`config.mk`:
```
export PLATFORM = sky130hd
export DESIGN_NAME = uart_rx
export DESIGN_NICKNAME = d
export VERILOG_FILES = /design/src/rtl/uart_rx.sv
export SDC_FILE = /design/constraint.sdc
export NUM_CORES = 1
export LEC_CHECK = 0
export BUFFER_PORTS_ARGS = -buffer_cell sky130_fd_sc_hd__clkbuf_2
export CORE_MARGIN = 4
export CORE_UTILIZATION = 25
export DETAILED_ROUTE_END_ITERATION = 10
export PLACE_DENSITY_LB_ADDON = 0.3
export SYNTH_ARGS = -nofsm -noshare
export SYNTH_HDL_FRONTEND = slang
export SYNTH_SLANG_ARGS = --single-unit
```
`constraint.sdc`:
```
create_clock -name i_Clock -period 1.85 [get_ports i_Clock]
set_input_delay 0.185 -clock i_Clock [delete_from_list [all_inputs] [get_ports i_Clock]]
set_output_delay 0.185 -clock i_Clock [all_outputs]
set_load 0.005 [all_outputs]
```
`src/rtl/uart_rx.sv`:
```
// uart_rx: oversampling UART receiver. Each frame is 1 start bit (low),
// DATA_WIDTH data bits LSB first, then 1 stop bit (high). Data bits and the
// stop bit are sampled at mid-bit. A good word is delivered with a one-cycle
// o_Rx_DV pulse. A low stop bit gives a one-cycle o_Rx_Framing_Err pulse.
// Optional feature macro: UART_RX_PARITY_EN. When it is defined, an even
// parity bit follows the data bits, and a mismatch pulses o_Rx_Parity_Err
// at the stop sample.
module uart_rx #(
    parameter int DATA_WIDTH   = 8,
    parameter int CLKS_PER_BIT = 87
) (
    input  logic                  i_Clock,
    input  logic                  i_Rst_n,
    input  logic                  i_Rx_Serial,
    output logic                  o_Rx_DV,
    output logic [DATA_WIDTH-1:0] o_Rx_Byte,
    output logic                  o_Rx_Active,
    output logic                  o_Rx_Framing_Err,
    output logic                  o_Rx_Parity_Err
);
    localparam int CNT_W = (CLKS_PER_BIT > 1) ? $clog2(CLKS_PER_BIT) : 1;
    localparam int IDX_W = (DATA_WIDTH > 1) ? $clog2(DATA_WIDTH) : 1;
    localparam logic [CNT_W-1:0] HALF_CNT = CNT_W'((CLKS_PER_BIT - 1) / 2);
    localparam logic [CNT_W-1:0] FULL_CNT = CNT_W'(CLKS_PER_BIT - 1);
    localparam logic [IDX_W-1:0] LAST_IDX = IDX_W'(DATA_WIDTH - 1);

    typedef enum logic [2:0] {
        S_IDLE,
        S_START,
        S_DATA,
        S_PARITY,
        S_STOP
    } state_t;

    state_t                r_State;
    logic                  r_Sync1;
    logic                  r_Sync2;
    logic                  w_Rx_S;
    logic [CNT_W-1:0]      r_Clk_Cnt;
    logic [IDX_W-1:0]      r_Bit_Idx;
    logic [DATA_WIDTH-1:0] r_Shift;
    logic [DATA_WIDTH-1:0] r_Rx_Byte;
    logic                  r_Rx_DV;
    logic                  r_Active;
    logic                  r_Framing_Err;
`ifdef UART_RX_PARITY_EN
    logic                  r_Parity_Bit;
    logic                  r_Parity_Err;
    logic                  w_Parity_Bad;

    // Even parity: data XOR parity must reduce to 0.
    assign w_Parity_Bad    = ^{r_Shift, r_Parity_Bit};
    assign o_Rx_Parity_Err = r_Parity_Err;
`else
    assign o_Rx_Parity_Err = 1'b0;
`endif

    assign w_Rx_S           = r_Sync2;
    assign o_Rx_DV          = r_Rx_DV;
    assign o_Rx_Byte        = r_Rx_Byte;
    assign o_Rx_Active      = r_Active;
    assign o_Rx_Framing_Err = r_Framing_Err;

    // Two-flop synchronizer for the asynchronous pin; it resets to the idle level.
    always_ff @(posedge i_Clock or negedge i_Rst_n) begin
        if (!i_Rst_n) begin
            r_Sync1 <= 1'b1;
            r_Sync2 <= 1'b1;
        end else begin
            r_Sync1 <= i_Rx_Serial;
            r_Sync2 <= r_Sync1;
        end
    end

    // Frame FSM: check the start bit at mid-bit, then sample each later bit
    // one full period on. All outputs are registered here.
    always_ff @(posedge i_Clock or negedge i_Rst_n) begin
        if (!i_Rst_n) begin
            r_State       <= S_IDLE;
            r_Clk_Cnt     <= '0;
            r_Bit_Idx     <= '0;
            r_Shift       <= '0;
            r_Rx_Byte     <= '0;
            r_Rx_DV       <= 1'b0;
            r_Active      <= 1'b0;
            r_Framing_Err <= 1'b0;
`ifdef UART_RX_PARITY_EN
            r_Parity_Bit  <= 1'b0;
            r_Parity_Err  <= 1'b0;
`endif
        end else begin
            r_Rx_DV       <= 1'b0;
            r_Framing_Err <= 1'b0;
`ifdef UART_RX_PARITY_EN
            r_Parity_Err  <= 1'b0;
`endif
            case (r_State)
                S_IDLE: begin
                    r_Clk_Cnt <= '0;
                    if (!w_Rx_S) begin
                        r_State  <= S_START;
                        r_Active <= 1'b1;
                    end
                end
                S_START: begin
                    if (r_Clk_Cnt == HALF_CNT) begin
                        r_Clk_Cnt <= '0;
                        r_Bit_Idx <= '0;
                        if (!w_Rx_S) begin
                            r_State <= S_DATA;
                        end else begin
                            // The line went high before mid-bit, so treat it as a glitch.
                            r_State  <= S_IDLE;
                            r_Active <= 1'b0;
                        end
                    end else begin
                        r_Clk_Cnt <= r_Clk_Cnt + CNT_W'(1);
                    end
                end
                S_DATA: begin
                    if (r_Clk_Cnt == FULL_CNT) begin
                        r_Clk_Cnt          <= '0;
                        r_Shift[r_Bit_Idx] <= w_Rx_S;
                        if (r_Bit_Idx == LAST_IDX) begin
`ifdef UART_RX_PARITY_EN
                            r_State <= S_PARITY;
`else
                            r_State <= S_STOP;
`endif
                        end else begin
                            r_Bit_Idx <= r_Bit_Idx + IDX_W'(1);
                        end
                    end else begin
                        r_Clk_Cnt <= r_Clk_Cnt + CNT_W'(1);
                    end
                end
`ifdef UART_RX_PARITY_EN
                S_PARITY: begin
                    if (r_Clk_Cnt == FULL_CNT) begin
                        r_Clk_Cnt    <= '0;
                        r_Parity_Bit <= w_Rx_S;
                        r_State      <= S_STOP;
                    end else begin
                        r_Clk_Cnt <= r_Clk_Cnt + CNT_W'(1);
                    end
                end
`endif
                S_STOP: begin
                    if (r_Clk_Cnt == FULL_CNT) begin
                        r_Clk_Cnt <= '0;
                        r_State   <= S_IDLE;
                        r_Active  <= 1'b0;
`ifdef UART_RX_PARITY_EN
                        if (w_Rx_S && !w_Parity_Bad) begin
                            r_Rx_Byte <= r_Shift;
                            r_Rx_DV   <= 1'b1;
                        end
                        r_Framing_Err <= ~w_Rx_S;
                        r_Parity_Err  <= w_Parity_Bad;
`else
                        if (w_Rx_S) begin
                            r_Rx_Byte <= r_Shift;
                            r_Rx_DV   <= 1'b1;
                        end else begin
                            r_Framing_Err <= 1'b1;
                        end
`endif
                    end else begin
                        r_Clk_Cnt <= r_Clk_Cnt + CNT_W'(1);
                    end
                end
                default: begin
                    r_State  <= S_IDLE;
                    r_Active <= 1'b0;
                end
            endcase
        end
    end
endmodule

```
==> impl_metrics.toml, run 1 <==
[pwr]
peakVddDrop_v = 0.000374
powerDensity_nw_per_um2 = 698
leakage_nw = 0.959
p_total_w = 0.00142

[logic_synthesis]
postSynth.asyncResetShare_pct = 100
synth_area_leader_cell = "dfrtp_1"
yosys_warnings = 0
synth-edff-count = 0
syn-mean-instance-area_sq_um = 11.8
ys_seq_elements = 34
synthCells = 141
synth_cell_types = 45
synthFlopType = "dfrtp_1"
postSynthNetCount = 148
synth_area_leaders = "dfrtp_1 48%, mux2_2 11%, dfstp_2 3.2%"
syn_area_sq_um = 1660
synthDominantCellAreaShare_pct = 48.2
ys_seq_area_share_pct = 51.3
synth_commonest_cells = "32 x dfrtp_1, 16 x mux2_2, 8 x a21oi_1"
yosysMostFrequentCell = "dfrtp_1"

[detailed_routing]
via_per_inst = 4.51
vias = 1131
wl_per_cell_um = 12.5
drt_drc_violations_left = 0
first_pass_iters = 4
final_antenna_net_count = 0
drt_iter0_drc = 58
routed_wl_um = 3150

[setup_path]
crit_type = "reg2reg"
critPathMaxStageDelay_ns = 0.44
cp.arrival_ns = 1.90
critPathTopFamily = "simple AND/OR/NAND/NOR gates"
cpMaxStageDelayCell = "dfrtp_1"
crit_chain = "and4bb_4, nand4_1, nor3b_1, mux2_2"
path_max_fanout = 6
crit_path_end_kind = "flip-flop"
start_kind = "flip-flop"
critPathRequiredTime_ns = 2.01
path_buf_inv = 0

[place]
dp.cells = 242
globalplace.congestion = 0.769
post-place-ws_ns = -0.00907
dp_hpwl_um = 2240
io_buffers = 13

[clock_tree]
cts.sinks = 34
clk_path_buf_depth = 2
root_buffer = "clkbuf_8"
post_cts_buffers = 0
clkLatencyLatePin_ns = 0.28
cts_tree = "yes"
numCtsBuffers = 5
cts_max_level = 2
path_clk_slew_ns = 0.07

[grt]
grt.overflow.total = 0
grt_pass1_wl_um = 5370
grt_max_degree = 35
track_usage_pct = 8.69
grt_pass1_vias = 1104
antenna_found_initial = 0

[layout]
finalNonFillerCells = 251
drive_gt1_share_pct = 36.8
final_nets = 181
syn_to_final_growth_pct = 22.3
diodes = 0
final_util_pct = 31.9

[outcome]
status = "complete, no violations"

[floorplan]
pin_count = 15
core-area_sq_um = 6390
die_y_um = 89.6
die-area_sq_um = 8020
die_x_um = 89.6
row_count = 29
start_util_pct = 26.0

[timing]
fmaxAchievable_ghz = 0.576
rsz0062_at_grt = "no"
post-route-min-period_ns = 1.74
skew_ns = 0.00680
fin_crit_sh_pct = 93.9
slew_violations = 0
setup_ws_ns = 0.113
worst_hold_slack_ns = 0.356
hold_viol = 0
setup_viol = 0

[run]
max_cap_violations = 0

[worst_hold_path]
hold_path_class = "reg2reg"
final timing paths:
check	startpoint	end	slack (ns)	depth (start not counted)
min reg2reg	r_Sync1	r_Sync2	0.36	0
min	r_Sync1	r_Sync2	0.36	0
max reg2reg	r_Clk_Cnt[3]	r_Shift[5]	0.11	4
max in group asynchronous	i_Rst_n	r_Sync2	1.04	3
max	r_Clk_Cnt[3]	r_Shift[5]	0.11	4
min in group asynchronous	i_Rst_n	o_Rx_Active	0.47	3
cell families after synthesis:
family / Yosys count / synth area share [%]
AOI/OAI and AO/OA: 20 / 7.98
buffers and inverters: 9 / 2.33
xor gates and xnor gates: 4 / 2.11
other: 1 / 0.226
adders and majority gates: 6 / 4.21
muxes: 18 / 12.0
and+or+nand+nor: 49 / 19.8
DFF: 34 / 51.3
sequential cells by signal, summed over array words and instances, names as in the netlist:
name,count
o_Rx_Active,1
o_Rx_Byte,8
o_Rx_DV,1
r_Sync2,1
r_State,3
r_Clk_Cnt,7
r_Bit_Idx,3
r_Shift,8
o_Rx_Framing_Err,1
r_Sync1,1
per-layer routing:
layer / vias up / global-route usage, % / wire length, um
met3: 2 / 2.49 / 98
met4: 0 / 2.84 / 35
met2: 16 / 12.3 / 1380
li1: 573 / - / -
met1: 540 / 12.6 / 1630
met5: - / 0 / 0
cell usage in the layout, fill, tap and decap left out, types with 3 or more instances in the layout:
cell and n:
clkbuf_2 13, nand4b_1 3, clkbuf_8 5, nand2b_1 3
nor3_1 4, inv_1 5, dfrtp_1 32, ha_1 4
nand3_1 5, nand2_1 6, nand3b_1 3, mux2_2 16
a21oi_1 8, buf_4 14, nor2_1 6
layout make-up:
type                    count  area, sq um
fillers                   666         4350
clock buffers               5         68.8
well taps                  77         96.3
inverters                   5         18.8
clock inverters             2         10.0
flip-flops and latches     34          853
multi-input cells          98          777
repair buffers             30          210
power breakdown:
part	internal, W	total, W	switching [W]	leakage [nW]
Clock	0.000252	0.000506	0.000254	0.0438
Sequential	0.000764	0.000782	0.0000177	0.459
Combinational	0.0000597	0.000133	0.0000735	0.456
repair_timing:
| item | in CTS | in global routing |
|---|---|---|
| hold endpoints to repair | 33 | 0 |
| hold buffers | 2 | 0 |
| gates resized for setup | 1 | 2 |
| setup endpoints to repair | 3 | 5 |
stage by stage:
stage          area (sq um)  TNS (ns)
2_1_floorplan          1660         0
3_3_place_gp           1930         0
3_5_place_dp           1930   -0.0102
4_1_cts                2030         0
5_1_grt                2030         0
6_report               2030         0
(Power assumes the default switching activity.)
==> inputs of run 2 (changes only) <==
CORE_ASPECT_RATIO = 1.25   (was default)
==> run 2 against run 1 <==
  * First-iteration DRC count is 69% higher
  * Critical path depth is 2 higher
  * Register-to-register slack hardly changed
  * Cell area is 2.7% higher
  * Highest routed layer unchanged
  * Combinational power is 20% higher
  * Total power is 4.8% higher
  * Sequential share of layout area is 1.1 points lower
  * Setup slack better by 0.0084 ns
  * Via count is 4.4% higher
  * Largest power group unchanged
  * Die area is 0.10% higher
  * Non-clock buffer count is 3 higher
  * Sequential power is 0.9% lower
==> impl_metrics.toml, run 2 (same netlist as run 1, synthesis figures left out) <==
[setup_path]
ff2ff_path_depth = 6
reg2reg_from = "r_Clk_Cnt[1]"
critPathRequiredTime_ns = 2.02
r2r_slack_ns = 0.12
start_kind = "flip-flop"
r2r_end = "r_Bit_Idx[0]"
path_max_fanout = 5
cp-startpoint = "r_Clk_Cnt[1]"
crit_path_end_kind = "flip-flop"
crit_type = "reg2reg"
cp.arrival_ns = 1.90
endpoint = "r_Bit_Idx[0]"

[floorplan]
core-area_sq_um = 6330
die-area_sq_um = 8030
die_x_um = 80.9
start_util_pct = 26.3
row_count = 32
pin_count = 15
die_y_um = 99.2

[clock_tree]
clk_path_buf_depth = 2
root_buffer = "clkbuf_8"
cts_tree = "yes"
cts.sinks = 34
clkLatencyLatePin_ns = 0.29
path_clk_slew_ns = 0.07
numCtsBuffers = 5
cts_max_level = 2

[timing]
hold_viol = 0
skew_ns = 0.00516
post-route-min-period_ns = 1.73
finalSetupTns_ns = 0
fmaxAchievable_ghz = 0.579
fin_crit_sh_pct = 93.4
worstMarginPinSlew_ns = 0.594
slew_violations = 0
rsz0062_at_grt = "yes"
slew_headroom_pct = 60.4
setup_viol = 0
worst_hold_slack_ns = 0.360

[layout]
fill_cells = 674
mostFrequentLayoutCell = "dfrtp_1"
final_util_pct = 33.0
diodes = 0
final_cell_mix = "32 x dfrtp_1, 18 x buf_4, 16 x mux2_2, 13 x clkbuf_2, 8 x a21oi_1"
stdcell_area_sq_um = 2090
syn_to_final_growth_pct = 25.7
final_nets = 184
drive_gt1_share_pct = 40.4

[grt]
track_usage_pct = 9.22
antenna_found_initial = 0
grt_max_degree = 24
grt.overflow.total = 0
grt_pass1_wl_um = 5900
grt_pass1_vias = 1276

[pwr]
peakVddDrop_v = 0.000468
leakage_nw = 0.975
powerDensity_nw_per_um2 = 713
p_total_w = 0.00149

[detailed_routing]
routed_wl_um = 3300
via_per_inst = 4.49
final_antenna_net_count = 0
drt_iter0_drc = 98
drt_drc_violations_left = 0
vias = 1181
wl_per_cell_um = 12.5
first_pass_iters = 4

[place]
dpl-instance-area_sq_um = 1950
dp_hpwl_um = 2400
io_buffers = 13
globalplace.congestion = 0.787

[run]
max_cap_violations = 0

[outcome]
status = "complete, no violations"

[worst_hold_path]
hold_path_class = "reg2reg"
==> run 2: cell types whose count changed in the layout (fill, tap and decap cells not counted), sizes merged <==
cell,previous run,this run
clkinvlp,0,1
buf,15,18
==> run 2: stage by stage <==
| stage | instances | setup slack [ns] |
|---|---|---|
| 2_1_floorplan | 141 | 0.0170 |
| 5_1_grt | 263 | -0.0225 |
| 3_5_place_dp | 253 | -0.0635 |
| 4_1_cts | 263 | 0.00766 |
| 3_3_place_gp | 253 | -0.0216 |
| 6_report | 263 | 0.122 |
==> run 2: timing repair <==
| action | in CTS | in global routing |
|---|---|---|
| resized for setup | 1 | 8 |
| buffers inserted | 0 | 0 |
| pin swaps | 0 | 2 |
| hold buffers | 2 | 0 |
| hold endpoints to repair | 20 | 0 |
| setup endpoints to repair | 7 | 21 |
==> run 2: final cells by class <==
type	instances	area (sq um)	area share, %
well taps	85	106	5.09
multi-input cells	98	801	38.3
repair buffers	33	220	10.5
clock inverters	3	21.3	1.02
clock buffers	5	68.8	3.29
flip-flops and latches	34	853	40.8
inverters	5	18.8	0.898
==> run 2: critical path, stage by stage (launching register included) <==
cell     delay (ns)
dfrtp_1        0.39
buf_4          0.15
ha_1           0.22
nor2b_4        0.15
and2_1         0.16
a32o_1         0.28
mux2_2         0.27
==> run 2: how the worst min path moves through the flow <==
| stage | from | endpoint | depth (start not counted) |
|---|---|---|---|
| 2_1_floorplan | i_Rst_n | o_Rx_Active | 0 |
| 3_3_place_gp | i_Rst_n | r_Shift[3] | 1 |
| 3_5_place_dp | i_Rst_n | o_Rx_Byte[6] | 1 |
| 4_1_cts | r_Sync1 | r_Sync2 | 0 |
| 5_1_grt | r_Sync1 | r_Sync2 | 0 |
| 6_report | r_Sync1 | r_Sync2 | 0 |
==> run 2: power breakdown <==
part | internal, W | switching [W]
Combinational | 0.0000743 | 0.0000853
Sequential | 0.000763 | 0.0000112
Clock | 0.000264 | 0.000290
Total | 0.00110 | 0.000387
==> run 2: routing by layer <==
| metal | share of wire [%] | wire [um] | track usage (%) |
|---|---|---|---|
| met4 | 1.5 | 51 | 3.12 |
| met1 | 48 | 1590 | 12.3 |
| met5 | 0 | 0 | 0 |
| met2 | 48 | 1570 | 14.6 |
| met3 | 2.6 | 86 | 2.17 |
